--- src/rtl/obstacle_scheduler.sv ---
// Obstacle lane scheduler: picks cactus or pterosaur, spacing, sprite,
// flight lane and scroll speed once per video frame; freezes on death.
module obstacle_scheduler #(
   parameter int unsigned MIN_GAP          = 40,
   parameter int unsigned GAP_RAND_BITS    = 6,
   parameter int unsigned PTERO_UNLOCK     = 8,
   parameter int unsigned SPEED_INIT       = 4,
   parameter int unsigned SPEED_MAX        = 12,
   parameter int unsigned SPEED_STEP_EVERY = 10,
   parameter logic [15:0] LFSR_SEED        = 16'hACE1
) (
   input  logic       frame_Clk,
   input  logic       Reset_n,
   input  logic [1:0] Game_State,
   input  logic       Dead,
   input  logic       Cactus_Done,
   input  logic       Ptero_Done,
   output logic       ca_off,
   output logic       pt_off,
   output logic [1:0] Cactus_Kind,
   output logic [1:0] Ptero_Lane,
   output logic [3:0] Scroll_Speed,
   output logic [7:0] Obstacle_Count
);

   typedef enum logic [2:0] {
      S_IDLE,
      S_GAP,
      S_PICK,
      S_ACTIVE,
      S_FROZEN
   } state_e;

   state_e      state_q;
   logic        ca_off_q;
   logic        pt_off_q;
   logic [1:0]  kind_q;
   logic [1:0]  lane_q;
   logic [3:0]  speed_q;
   logic [7:0]  count_q;
   logic [7:0]  step_q;
   logic [8:0]  gap_q;
   logic [15:0] lfsr_q;
   logic [15:0] lfsr_d;

   logic        go_idle;
   logic        freeze;
   logic        live;
   logic        pick_ptero;
   logic [1:0]  sel;
   logic [1:0]  lane_sel;
   logic [1:0]  kind_sel;
   logic [7:0]  count_inc;
   logic        step_wrap;
   logic [3:0]  speed_inc;
   logic        done_hit;
   logic [8:0]  gap_reload;

   // LFSR feedback: taps 16,14,13,11, shift left into bit 0
   always_comb begin
      lfsr_d = {lfsr_q[14:0],
                lfsr_q[15] ^ lfsr_q[13] ^ lfsr_q[12] ^ lfsr_q[10]};
   end

   // Global control decode: return to idle, freeze, in-game states
   always_comb begin
      go_idle = (Game_State == 2'b00) || (Game_State == 2'b11);
      freeze  = Dead || (Game_State == 2'b10);
      live    = (state_q == S_GAP) || (state_q == S_PICK)
             || (state_q == S_ACTIVE);
   end

   // Spawn decision from the current random word
   always_comb begin
      sel        = lfsr_q[3:2];
      pick_ptero = (count_q >= 8'(PTERO_UNLOCK))
                && (lfsr_q[1:0] == 2'b11);
      lane_sel   = (sel == 2'd3) ? 2'd1 : sel;
      kind_sel   = (sel == 2'd3) ? 2'd0 : sel;
   end

   // Saturating spawn counter and speed ramp
   always_comb begin
      count_inc = (count_q == 8'hFF) ? count_q : count_q + 8'd1;
      step_wrap = (step_q + 8'd1 == 8'(SPEED_STEP_EVERY));
      speed_inc = (speed_q < 4'(SPEED_MAX)) ? speed_q + 4'd1 : speed_q;
   end

   // Despawn of the active type and the randomised gap that follows
   always_comb begin
      done_hit   = (!ca_off_q && Cactus_Done)
                || (!pt_off_q && Ptero_Done);
      gap_reload = 9'(MIN_GAP)
                 + 9'(lfsr_q[GAP_RAND_BITS-1:0]);
   end

   // Scheduler FSM with registered outputs; LFSR free-runs
   always_ff @(posedge frame_Clk or negedge Reset_n) begin
      if (!Reset_n) begin
         state_q  <= S_IDLE;
         ca_off_q <= 1'b1;
         pt_off_q <= 1'b1;
         kind_q   <= 2'd0;
         lane_q   <= 2'd0;
         speed_q  <= 4'(SPEED_INIT);
         count_q  <= 8'd0;
         step_q   <= 8'd0;
         gap_q    <= 9'd0;
         lfsr_q   <= LFSR_SEED;
      end else begin
         lfsr_q <= lfsr_d;
         if (go_idle) begin
            state_q  <= S_IDLE;
            ca_off_q <= 1'b1;
            pt_off_q <= 1'b1;
            speed_q  <= 4'(SPEED_INIT);
            count_q  <= 8'd0;
            step_q   <= 8'd0;
         end else if (live && freeze) begin
            state_q <= S_FROZEN;
         end else begin
            unique case (state_q)
               S_IDLE: begin
                  if (Game_State == 2'b01) begin
                     state_q <= S_GAP;
                     gap_q   <= 9'(MIN_GAP);
                  end
               end
               S_GAP: begin
                  if (gap_q == 9'd0) begin
                     state_q <= S_PICK;
                  end else begin
                     gap_q <= gap_q - 9'd1;
                  end
               end
               S_PICK: begin
                  if (pick_ptero) begin
                     pt_off_q <= 1'b0;
                     lane_q   <= lane_sel;
                  end else begin
                     ca_off_q <= 1'b0;
                     kind_q   <= kind_sel;
                  end
                  count_q <= count_inc;
                  if (step_wrap) begin
                     step_q  <= 8'd0;
                     speed_q <= speed_inc;
                  end else begin
                     step_q <= step_q + 8'd1;
                  end
                  state_q <= S_ACTIVE;
               end
               S_ACTIVE: begin
                  if (done_hit) begin
                     ca_off_q <= 1'b1;
                     pt_off_q <= 1'b1;
                     gap_q    <= gap_reload;
                     state_q  <= S_GAP;
                  end
               end
               S_FROZEN: begin
                  state_q <= S_FROZEN;
               end
               default: begin
                  state_q <= S_IDLE;
               end
            endcase
         end
      end
   end

   assign ca_off         = ca_off_q;
   assign pt_off         = pt_off_q;
   assign Cactus_Kind    = kind_q;
   assign Ptero_Lane     = lane_q;
   assign Scroll_Speed   = speed_q;
   assign Obstacle_Count = count_q;

endmodule

--- config.mk ---
export PLATFORM = sky130hd
export DESIGN_NAME = obstacle_scheduler
export DESIGN_NICKNAME = d
export VERILOG_FILES = /design/src/rtl/obstacle_scheduler.sv
export SDC_FILE = /design/constraint.sdc
export NUM_CORES = 1
export LEC_CHECK = 0
export CELL_PAD_IN_SITES_DETAIL_PLACEMENT = 0
export CELL_PAD_IN_SITES_GLOBAL_PLACEMENT = 1
export CORE_MARGIN = 2
export CORE_UTILIZATION = 46
export CTS_BUF_LIST = sky130_fd_sc_hd__clkbuf_8
export DETAILED_ROUTE_END_ITERATION = 16
export HOLD_SLACK_MARGIN = 0.1
export PLACE_DENSITY_LB_ADDON = 0.1
export SLEW_MARGIN = 20
export SYNTH_ARGS = -nofsm -noshare
export SYNTH_HDL_FRONTEND = slang
export SYNTH_SLANG_ARGS = --single-unit
--- constraint.sdc ---
create_clock -name frame_Clk -period 3.8 [get_ports frame_Clk]
set_clock_uncertainty 0.05 [all_clocks]
set_input_delay 0.38 -clock frame_Clk [delete_from_list [all_inputs] [get_ports frame_Clk]]
set_output_delay 0.38 -clock frame_Clk [all_outputs]
set_load 0.005 [all_outputs]
==> flow_metrics.py, run 1 <==
metrics = {
    "outcome": {
        "outcome": "complete, no violations",
    },
    "logic_synthesis": {
        "synthFlopType": "dfrtp_1",
        "syn_nets": 290,
        "synth_compound_gate_area_share_pct": 12.8,
        "ys_types": 55,
        "synth_edf_count": 0,
        "synth_top_family_by_area": "simple AND/OR/NAND/NOR gates",
        "synth_top_area_cell": "dfrtp_1",
        "yosys.area_share.xor_xnor_pct": 5.39,
        "synth_area_um2": 2760,
        "synthSimpleGateAreaFrac_pct": 22.7,
        "synth_top_area_share_pct": 38.9,
        "syn_avg_cell_area_um2": 10.1,
        "ys_warn_count": 0,
        "netlist_instances": 273,
        "synth-seq-cells": 54,
        "synthTopCellsByArea": "dfrtp_1 39%, dfstp_2 10%, nor2_1 4.8%",
        "synthMuxAreaShare_pct": 2.76,
        "ys_async_sr_fraction_pct": 100,
        "synthAdderAreaFrac_pct": 4.53,
        "yosysSeqAreaShare_pct": 49.4,
    },
    "cts": {
        "clkSlewWorstSetupHoldPaths_ns": 0.11,
        "cts_sinks": 54,
        "cts_resized": 0,
        "post_cts_buffers": 0,
        "cts_tree": "done",
        "cts_max_path_buffers": 2,
        "clock_latency_ns": 0.31,
        "ctsHoldBuffers": 1,
        "cts-htree-levels": 2,
        "cts_buffers": 5,
        "cts_root_buf": "clkbuf_8",
    },
    "die": {
        "core_region_area_um2": 5850,
        "dieArea_um2": 6640,
        "die_h_um": 81.5,
        "num_io_pins": 25,
        "start_util_pct": 47.2,
        "fp.dieW_um": 81.5,
        "rows": 28,
    },
    "worst_hold_path": {
        "min_to": "lfsr_q[9]$_DFF_PN0_",
        "min_path_type": "register to register",
        "hold_depth": 0,
        "hold_start": "lfsr_q[8]$_DFF_PN0_",
    },
    "place": {
        "place_ws_ns": 1.19,
        "io_buffers": 24,
        "place_congestion": 0.800,
        "dp_hpwl_mm": 4.08,
    },
    "final_layout": {
        "synthToLayoutAreaGrowth_pct": 15.3,
        "drive_above_1_share_pct": 12.6,
        "layout_commonest_cell": "dfrtp_1",
        "mostFrequentLayoutCells": "43 x dfrtp_1, 35 x nor2_1, 23 x clkdlybuf4s50_1, 16 x o21ai_0, 14 x a21oi_1",
        "n_antenna_cell": 0,
        "nNetsFinal": 318,
    },
    "route": {
        "drc": 0,
        "avgRoutedWirePerCell_um": 15.4,
        "dr.first_iter.drc_count": 97,
        "avgViaCountPerCell": 5.56,
        "detail-route-antenna-nets": 0,
        "vias": 2097,
        "first_pass_iters": 4,
        "drt_wl_total_mm": 5.79,
    },
    "timing": {
        "timing.final.crit_share_pct": 60.0,
        "tightest_slew_ns": 0.735,
        "setup_tns_ns": 0,
        "setup_violations": 0,
        "timing.hold.ws_ns": 0.313,
        "maxSlewHeadroom_pct": 51.0,
        "hold_violations": 0,
        "slew_viol_final": 0,
        "rsz0062_at_grt": "false",
        "fin_ws_ns": 1.52,
        "fmax_mhz": 439,
        "period_needed_ns": 2.28,
    },
    "worst_setup_path": {
        "crit_chain": "clkdlybuf4s50_1 > inv_1 > ha_1 > nor2_1 > nand3b_2 > nor4_1 > xnor2_1 > nor2_1",
        "crit_buf_inv": 2,
        "cp_slowest_cell": "clkdlybuf4s50_1",
        "crit_family": "simple AND/OR/NAND/NOR gates",
        "crit_path_frequent_cell": "nor2_1",
        "crit_fanout": 9,
        "rr_endpoint": "gap_q[5]$_DFFE_PN0P_",
        "crit_path_end_kind": "register",
        "critPathRequiredTime_ns": 3.95,
        "reg2reg_from": "gap_q[0]$_DFFE_PN0P_",
        "max_stage_delay_ns": 0.48,
        "ff2ff_setup_slack_ns": 1.63,
        "critPathLaunchType": "primary input",
        "worstPathArrival_ns": 2.43,
        "path_class": "primary input to register",
        "r2r_cells": 7,
    },
    "global_route": {
        "antenna_found_initial": 0,
        "grt_max_degree": 34,
        "grt_first_pass_wirelength_mm": 9.60,
        "grtUsageTotal_pct": 18.9,
        "grt-ovfl-total": 0,
        "grt_pass1_vias": 1945,
    },
    "job": {
        "maxCapViolCount": 0,
    },
    "pwr": {
        "p_leak_nw": 1.33,
        "p_per_area_nw_per_um2": 401,
        "ir_worst_vdd_mv": 0.198,
    },
}
## layer usage
metal	vias up	part of all wire (%)	wire length [um]	global-route usage, %
met5	-	0	0	0
li1	1027	-	-	-
met4	0	0.52	30	4.07
met3	4	3.6	210	3.63
met2	46	47	2720	29.6
met1	1020	49	2830	27.1
## worst register-to-register path: cells and delay by family (launching register included)
kind	cells	cell delay, ns
simple gates	3	1.02
flops	1	0.43
compound gates	2	0.26
fa+ha+maj	1	0.18
buf+inv	1	0.12
## how the worst max path moves through the flow
stage                     startpoint                     endpoint  depth (start not counted)
2_1_floorplan  step_q[0]$_DFFE_PN0P_  Scroll_Speed[3]$_DFFE_PN0P_                          6
3_3_place_gp           Game_State[0]   Cactus_Kind[0]$_DFFE_PN0P_                          7
3_5_place_dp           Game_State[0]   Cactus_Kind[0]$_DFFE_PN0P_                          7
4_1_cts                Game_State[0]        step_q[7]$_DFFE_PN0P_                          8
5_1_grt                Game_State[0]       state_q[0]$_DFFE_PN0P_                          7
6_report               Game_State[0]        step_q[7]$_DFFE_PN0P_                          8
## cell type report
type	instances	area, um^2
timing repair buffer	27	260
clock inverter	3	26.3
inverter	11	41.3
multi-input combinational	202	1330
clock buffer	5	68.8
sequential	54	1370
tap	75	93.8
fill	536	2660
## sequential cells by signal, indices dropped and copies added (netlist names)
| signal | count |
|---|---|
| pt_off | 1 |
| gap_q | 9 |
| state_q | 3 |
| lfsr_q | 16 |
| step_q | 8 |
| Obstacle_Count | 8 |
| Scroll_Speed | 4 |
| ca_off | 1 |
| Ptero_Lane | 2 |
| Cactus_Kind | 2 |
## Yosys cell counts, types with 2 or more instances
cell and number:
nor3_1 8, clkbuf_1 2, dfstp_2 11, xor2_1 7, nor4_1 4, dfrtp_1 43, inv_1 11, a31oi_1 4
ha_1 10, nor4b_2 2, mux2i_1 2, or3_1 3, mux2_2 5, a211oi_1 2, nand2_1 13, o2111ai_1 2
and2_1 3, nand4_1 8, nor2_1 35, buf_2 3, a21oi_1 14, nand2b_1 4, nand3_1 8, a21o_1 2
nand4b_1 2, or4b_1 2, and3_1 3, xnor2_1 10, nor2b_1 8, o31ai_1 2, o21ai_0 16
## report_power, final
part           leakage, nW  internal (mW)  total, mW  switching, mW
registers            0.698          0.610      0.664         0.0542
logic                0.582          0.109      0.272          0.163
clock network       0.0491          0.136      0.342          0.206
## stage by stage
| stage | cell area (um^2) | util [%] | power [mW] | instances |
|---|---|---|---|---|
| 2_1_floorplan | 2760 | - | 0.863 | 273 |
| 3_3_place_gp | 3080 | 52.7 | 0.943 | 368 |
| 3_5_place_dp | 3080 | 52.7 | 0.941 | 368 |
| 4_1_cts | 3190 | 54.5 | 1.29 | 377 |
| 5_1_grt | 3190 | 54.5 | 1.36 | 377 |
| 6_report | 3190 | 54.5 | 1.28 | 377 |
## kinds of logic after synthesis
logic type               Yosys count
adder cells (fa/ha/maj)           10
multiplexers                       7
buffers and inverters             17
flip-flops                        54
XOR/XNOR                          17
AND/OR/NAND/NOR                  113
AO/OA/AOI/OAI                     55
(Power assumes the default switching activity.)
==> inputs of run 2 (changes only) <==
--- a/config.mk
+++ b/config.mk
@@ -8,7 +8,7 @@
 export CELL_PAD_IN_SITES_DETAIL_PLACEMENT = 0
 export CELL_PAD_IN_SITES_GLOBAL_PLACEMENT = 1
 export CORE_MARGIN = 2
-export CORE_UTILIZATION = 46
+export CORE_UTILIZATION = 42
 export CTS_BUF_LIST = sky130_fd_sc_hd__clkbuf_8
 export DETAILED_ROUTE_END_ITERATION = 16
 export HOLD_SLACK_MARGIN = 0.1
==> constraint.sdc (replaced) <==
create_clock -name frame_Clk -period 2.04 [get_ports frame_Clk]
set_clock_uncertainty 0.05 [all_clocks]
set_input_delay 0.204 -clock frame_Clk [delete_from_list [all_inputs] [get_ports frame_Clk]]
set_output_delay 0.204 -clock frame_Clk [all_outputs]
set_load 0.005 [all_outputs]
==> flow_metrics.py, run 2 (synthesis gave the netlist of run 1 again) <==
metrics = {
    "die": {
        "core_region_area_um2": 6350,
        "start_util_pct": 43.5,
        "fp.dieW_um": 85.1,
        "dieArea_um2": 7250,
        "rows": 29,
        "die_h_um": 85.1,
        "num_io_pins": 25,
    },
    "pwr": {
        "ir_worst_vdd_mv": 0.614,
        "p_leak_nw": 1.47,
        "p_per_area_nw_per_um2": 739,
    },
    "worst_setup_path": {
        "crit_fanout": 5,
        "path_class": "register to register",
        "critPathLaunchType": "register",
        "worstPathArrival_ns": 2.12,
        "max_stage_delay_ns": 0.44,
        "crit_path_end_kind": "register",
        "critPathRequiredTime_ns": 2.19,
        "crit_chain": "nor4_1 > nand4b_1 > buf_4 > a21oi_1 > o21ai_0 > a22o_1",
        "reg2reg_from": "gap_q[5]$_DFFE_PN0P_",
        "r2r_cells": 6,
        "cp_slowest_cell": "dfrtp_1",
        "crit_start": "gap_q[5]$_DFFE_PN0P_",
    },
    "place": {
        "dp_hpwl_mm": 4.59,
        "io_buffers": 24,
        "place_ws_ns": -0.203,
        "place_congestion": 0.837,
    },
    "timing": {
        "tightest_slew_ns": 0.608,
        "period_needed_ns": 1.97,
        "rsz0062_at_grt": "false",
        "fin_ws_ns": 0.0715,
        "slew_viol_final": 0,
        "maxSlewHeadroom_pct": 59.5,
        "setup_violations": 0,
        "timing.final.crit_share_pct": 96.5,
        "hold_violations": 0,
        "fmax_mhz": 508,
    },
    "job": {
        "maxCapViolCount": 0,
    },
    "final_layout": {
        "n_antenna_cell": 0,
        "n_fill_cell": 590,
        "layout_commonest_cell": "dfrtp_1",
        "post-route-util_pct": 54.0,
        "mostFrequentLayoutCells": "43 x dfrtp_1, 35 x nor2_1, 30 x buf_4, 23 x clkdlybuf4s50_1, 15 x o21ai_0",
        "synthToLayoutAreaGrowth_pct": 23.9,
        "largestRegisters": "lfsr_q: 16 flops, gap_q: 9 flops",
        "nNetsFinal": 347,
        "largest_reg_flops": 16,
        "regMostFlops": "lfsr_q",
        "drive_above_1_share_pct": 20.8,
    },
    "cts": {
        "cts_max_path_buffers": 2,
        "cts-htree-levels": 2,
        "cts_root_buf": "clkbuf_8",
        "clock_latency_ns": 0.30,
        "cts_buffers": 5,
        "clkSlewWorstSetupHoldPaths_ns": 0.10,
        "cts_tree": "done",
        "cts_sinks": 54,
    },
    "route": {
        "drc": 0,
        "dr.first_iter.drc_count": 96,
        "detail-route-antenna-nets": 0,
        "avgRoutedWirePerCell_um": 15.2,
        "avgViaCountPerCell": 5.33,
        "vias": 2176,
        "drt_wl_total_mm": 6.19,
        "first_pass_iters": 4,
    },
    "global_route": {
        "grtUsageTotal_pct": 18.2,
        "grt_max_degree": 32,
        "grt_first_pass_wirelength_mm": 10.6,
        "antenna_found_initial": 0,
        "grt-ovfl-total": 0,
        "grt_pass1_vias": 2162,
    },
    "worst_hold_path": {
        "min_path_type": "register to register",
        "hold_start": "lfsr_q[9]$_DFF_PN0_",
        "hold_depth": 0,
    },
    "outcome": {
        "outcome": "complete, no violations",
    },
}
[run 2: path summary, 6_finish.rpt]
path	end	slack (ns)
max	gap_q[3]$_DFFE_PN0P_	0.07
min	lfsr_q[10]$_DFF_PN1_	0.31
max reg2reg	gap_q[3]$_DFFE_PN0P_	0.07
min reg2reg	lfsr_q[10]$_DFF_PN1_	0.31
max in group asynchronous	lfsr_q[0]$_DFF_PN1_	0.91
min in group asynchronous	lfsr_q[14]$_DFF_PN0_	0.38
[run 2: power by group]
| part | switching, mW | internal [mW] |
|---|---|---|
| combinational | 0.359 | 0.336 |
| sequential | 0.0825 | 1.14 |
| clock | 0.368 | 0.249 |
[run 2: final cells by class]
type	count	area (um^2)	area share (%)
clock buffers	5	68.8	2.01
clock inverters	3	25.0	0.730
inverters	11	41.3	1.21
multi-input cells	202	1340	39.1
flip-flops and latches	54	1370	39.8
well taps	77	96.3	2.81
repair buffers	56	490	14.3
[run 2: stage by stage]
| step | instances | power (mW) | cell area, um^2 | setup TNS [ns] | hold slack [ns] |
|---|---|---|---|---|---|
| finish | 408 | 2.53 | 3430 | 0 | 0.312 |
| global route | 408 | 2.69 | 3430 | 0 | 0.324 |
| CTS | 407 | 2.55 | 3410 | 0 | 0.317 |
| detailed placement | 398 | 1.92 | 3310 | -2.92 | 0.200 |
| global placement | 398 | 1.92 | 3310 | -2.33 | 0.205 |
| floorplan | 273 | 1.61 | 2760 | 0 | -0.142 |
[run 2: repair_timing]
action                                 in CTS  in global routing
resized for setup                           0                  3
buffers inserted                            0                  1
hold buffers                                1                  0
endpoints found under the hold margin      21                  0
setup endpoints to repair                   0                  8
[run 2: critical path: cells and delay by family, from the launching register on]
kind,cells,cell delay [ns]
AOI/OAI and AO/OA,3,0.43
buffers and inverters,1,0.23
DFF,1,0.44
and+or+nand+nor,2,0.71
[run 2: per-layer routing]
| layer | part of all wire [%] | vias up | GRT usage (%) |
|---|---|---|---|
| li1 | - | 1086 | - |
| met1 | 50 | 1047 | 25.6 |
| met2 | 46 | 39 | 28.1 |
| met3 | 3.2 | 4 | 3.89 |
| met4 | 0.84 | 0 | 5.77 |
| met5 | 0 | - | 0 |
==> inputs of run 3 (changes only) <==
--- a/config.mk
+++ b/config.mk
@@ -13,6 +13,7 @@
 export DETAILED_ROUTE_END_ITERATION = 16
 export HOLD_SLACK_MARGIN = 0.1
 export PLACE_DENSITY_LB_ADDON = 0.1
+export SKIP_LAST_GASP = 1
 export SLEW_MARGIN = 20
 export SYNTH_ARGS = -nofsm -noshare
 export SYNTH_HDL_FRONTEND = slang
==> constraint.sdc (replaced) <==
create_clock -name frame_Clk -period 2.04 [get_ports frame_Clk]
set_clock_uncertainty 0.05 [all_clocks]
set_input_delay 0.306 -clock frame_Clk [delete_from_list [all_inputs] [get_ports frame_Clk]]
set_output_delay 0.306 -clock frame_Clk [all_outputs]
set_load 0.005 [all_outputs]
==> flow_metrics.py, run 3 (synthesis gave the netlist of run 1 again) <==
metrics = {
    "outcome": {
        "outcome": "complete, no violations",
    },
    "timing": {
        "setup_violations": 0,
        "period_needed_ns": 1.95,
        "tightest_slew_ns": 0.574,
        "timing.final.crit_share_pct": 95.4,
        "hold_violations": 0,
        "maxSlewHeadroom_pct": 61.4,
        "fmax_mhz": 514,
        "slew_viol_final": 0,
        "fin_ws_ns": 0.0936,
        "rsz0062_at_grt": "true",
    },
    "worst_setup_path": {
        "crit_start": "step_q[1]$_DFFE_PN0P_",
        "max_stage_delay_ns": 0.49,
        "path_class": "register to register",
        "r2r_cells": 6,
        "crit_chain": "ha_1 > or4b_1 > o41ai_2 > nor2_2 > or3_1 > a21oi_1",
        "reg2reg_from": "step_q[1]$_DFFE_PN0P_",
        "ff2ff_setup_slack_ns": 0.09,
        "crit_path_end": "Scroll_Speed[3]$_DFFE_PN0P_",
        "crit_fanout": 4,
        "worstPathArrival_ns": 2.14,
        "critPathLaunchType": "register",
        "crit_path_end_kind": "register",
        "rr_endpoint": "Scroll_Speed[3]$_DFFE_PN0P_",
        "critPathRequiredTime_ns": 2.23,
        "cp_slowest_cell": "or4b_1",
    },
    "cts": {
        "cts_buffers": 5,
        "clock_latency_ns": 0.32,
        "cts_root_buf": "clkbuf_8",
        "clkSlewWorstSetupHoldPaths_ns": 0.10,
        "cts_tree": "done",
        "cts_max_path_buffers": 2,
        "cts-htree-levels": 2,
        "cts_sinks": 54,
    },
    "final_layout": {
        "layout_commonest_cell": "dfrtp_1",
        "nNetsFinal": 351,
        "mostFrequentLayoutCells": "43 x dfrtp_1, 35 x nor2_1, 34 x buf_4, 23 x clkdlybuf4s50_1, 15 x o21ai_0",
        "synthToLayoutAreaGrowth_pct": 25.8,
        "largest_reg_flops": 16,
        "largestRegisters": "lfsr_q: 16 flops, gap_q: 9 flops",
        "n_antenna_cell": 0,
        "stdcell_area_um2": 3480,
        "regMostFlops": "lfsr_q",
        "n_fill_cell": 587,
        "drive_above_1_share_pct": 23.3,
        "multi_input_area_um2": 1360,
        "seqCellArea_um2": 1370,
    },
    "place": {
        "io_buffers": 24,
        "placed_cell_area_um2": 3330,
        "dp_hpwl_mm": 4.46,
        "place_congestion": 0.858,
        "place_ws_ns": -0.342,
    },
    "pwr": {
        "combPwrFrac_pct": 28.0,
        "ir_worst_vdd_mv": 0.408,
        "p_per_area_nw_per_um2": 738,
        "power.share.switching_pct": 32.3,
        "power.share.sequential_pct": 47.6,
        "p_int_mw": 1.74,
        "p_leak_nw": 1.50,
        "power_switching_uw": 828,
        "p_clk_share_pct": 24.4,
    },
    "global_route": {
        "grt-ovfl-total": 0,
        "grtUsageMet2_pct": 29.5,
        "grt_use_met1_pct": 25.8,
        "grt_first_pass_wirelength_mm": 10.7,
        "globalRoute.busiestLayer": "met2",
        "antenna_found_initial": 0,
        "grt_max_degree": 55,
        "grtUsageTotal_pct": 18.5,
        "met3_usage_pct": 3.40,
        "grt_pass1_vias": 2204,
    },
    "die": {
        "core_region_area_um2": 6350,
        "rows": 29,
        "start_util_pct": 43.5,
        "num_io_pins": 25,
        "fp.dieW_um": 85.1,
        "die_h_um": 85.1,
        "dieArea_um2": 7250,
    },
    "route": {
        "first_pass_iters": 4,
        "dr.first_iter.drc_count": 99,
        "drt_wl_total_mm": 6.25,
        "detail-route-antenna-nets": 0,
        "vias": 2216,
        "drc": 0,
        "avgRoutedWirePerCell_um": 15.2,
        "avgViaCountPerCell": 5.38,
    },
    "worst_hold_path": {
        "min_path_type": "register to register",
    },
    "job": {
        "maxCapViolCount": 0,
    },
}
## run 3: area by class of cell
type	count	area share (%)
Inverter	11	1.19
Clock buffer	5	1.98
Clock inverter	3	0.720
Timing Repair Buffer	60	15.0
Multi-Input combinational cell	202	39.1
Sequential cell	54	39.3
Tap cell	77	2.77
## run 3: critical path: cells and delay by family (launching register included)
kind                       cells  cell delay (ns)
and+or+nand+nor                3             0.95
adders and majority gates      1             0.20
DFF                            1             0.42
AOI/OAI and AO/OA              2             0.26
## run 3: repair_timing
action                                  4_1_cts  5_1_grt
endpoints found under the setup margin        0       19
resized for setup                             0        8
buffers inserted                              0        2
hold buffers                                  1        0
endpoints found under the hold margin        43        0
## run 3: how the worst min path moves through the flow
stage / from / to / slack (ns) / cells past startpoint
6_report: lfsr_q[14]$_DFF_PN0_ / lfsr_q[15]$_DFF_PN1_ / 0.31 / 0
5_1_grt: lfsr_q[14]$_DFF_PN0_ / lfsr_q[15]$_DFF_PN1_ / 0.32 / 0
4_1_cts: lfsr_q[14]$_DFF_PN0_ / lfsr_q[15]$_DFF_PN1_ / 0.31 / 0
3_5_place_dp: Reset_n / lfsr_q[8]$_DFF_PN0_ / 0.28 / 2
3_3_place_gp: Reset_n / lfsr_q[12]$_DFF_PN0_ / 0.28 / 2
2_1_floorplan: Reset_n / Cactus_Kind[0]$_DFFE_PN0P_ / -0.04 / 0
## run 3: through the flow
step                      setup TNS (ns)  instances  util (%)  power, mW  hold WS, ns
final                                  0        412      54.7       2.56        0.310
after global routing             -0.0148        412      54.7       2.75        0.318
after CTS                              0        410      54.1       2.57        0.315
after detailed placement           -7.37        401      52.4       1.93        0.281
after global placement             -6.25        401      52.4       1.93        0.276
after floorplan                        0        273         -       1.61      -0.0396
## run 3: layer usage
layer / routed length, um / vias to the layer above
li1: - / 1102
met1: 3040 / 1076
met2: 2980 / 33
met3: 186 / 5
met4: 49 / 0
met5: 0 / -
## run 3: power by group through the flow
stage | Clock [mW] | Sequential [mW] | Combinational, mW
after floorplan | 0 | 1.21 | 0.400
after global placement | 0 | 1.23 | 0.692
after detailed placement | 0 | 1.24 | 0.691
after CTS | 0.654 | 1.22 | 0.695
after global routing | 0.692 | 1.23 | 0.820
final | 0.626 | 1.22 | 0.719
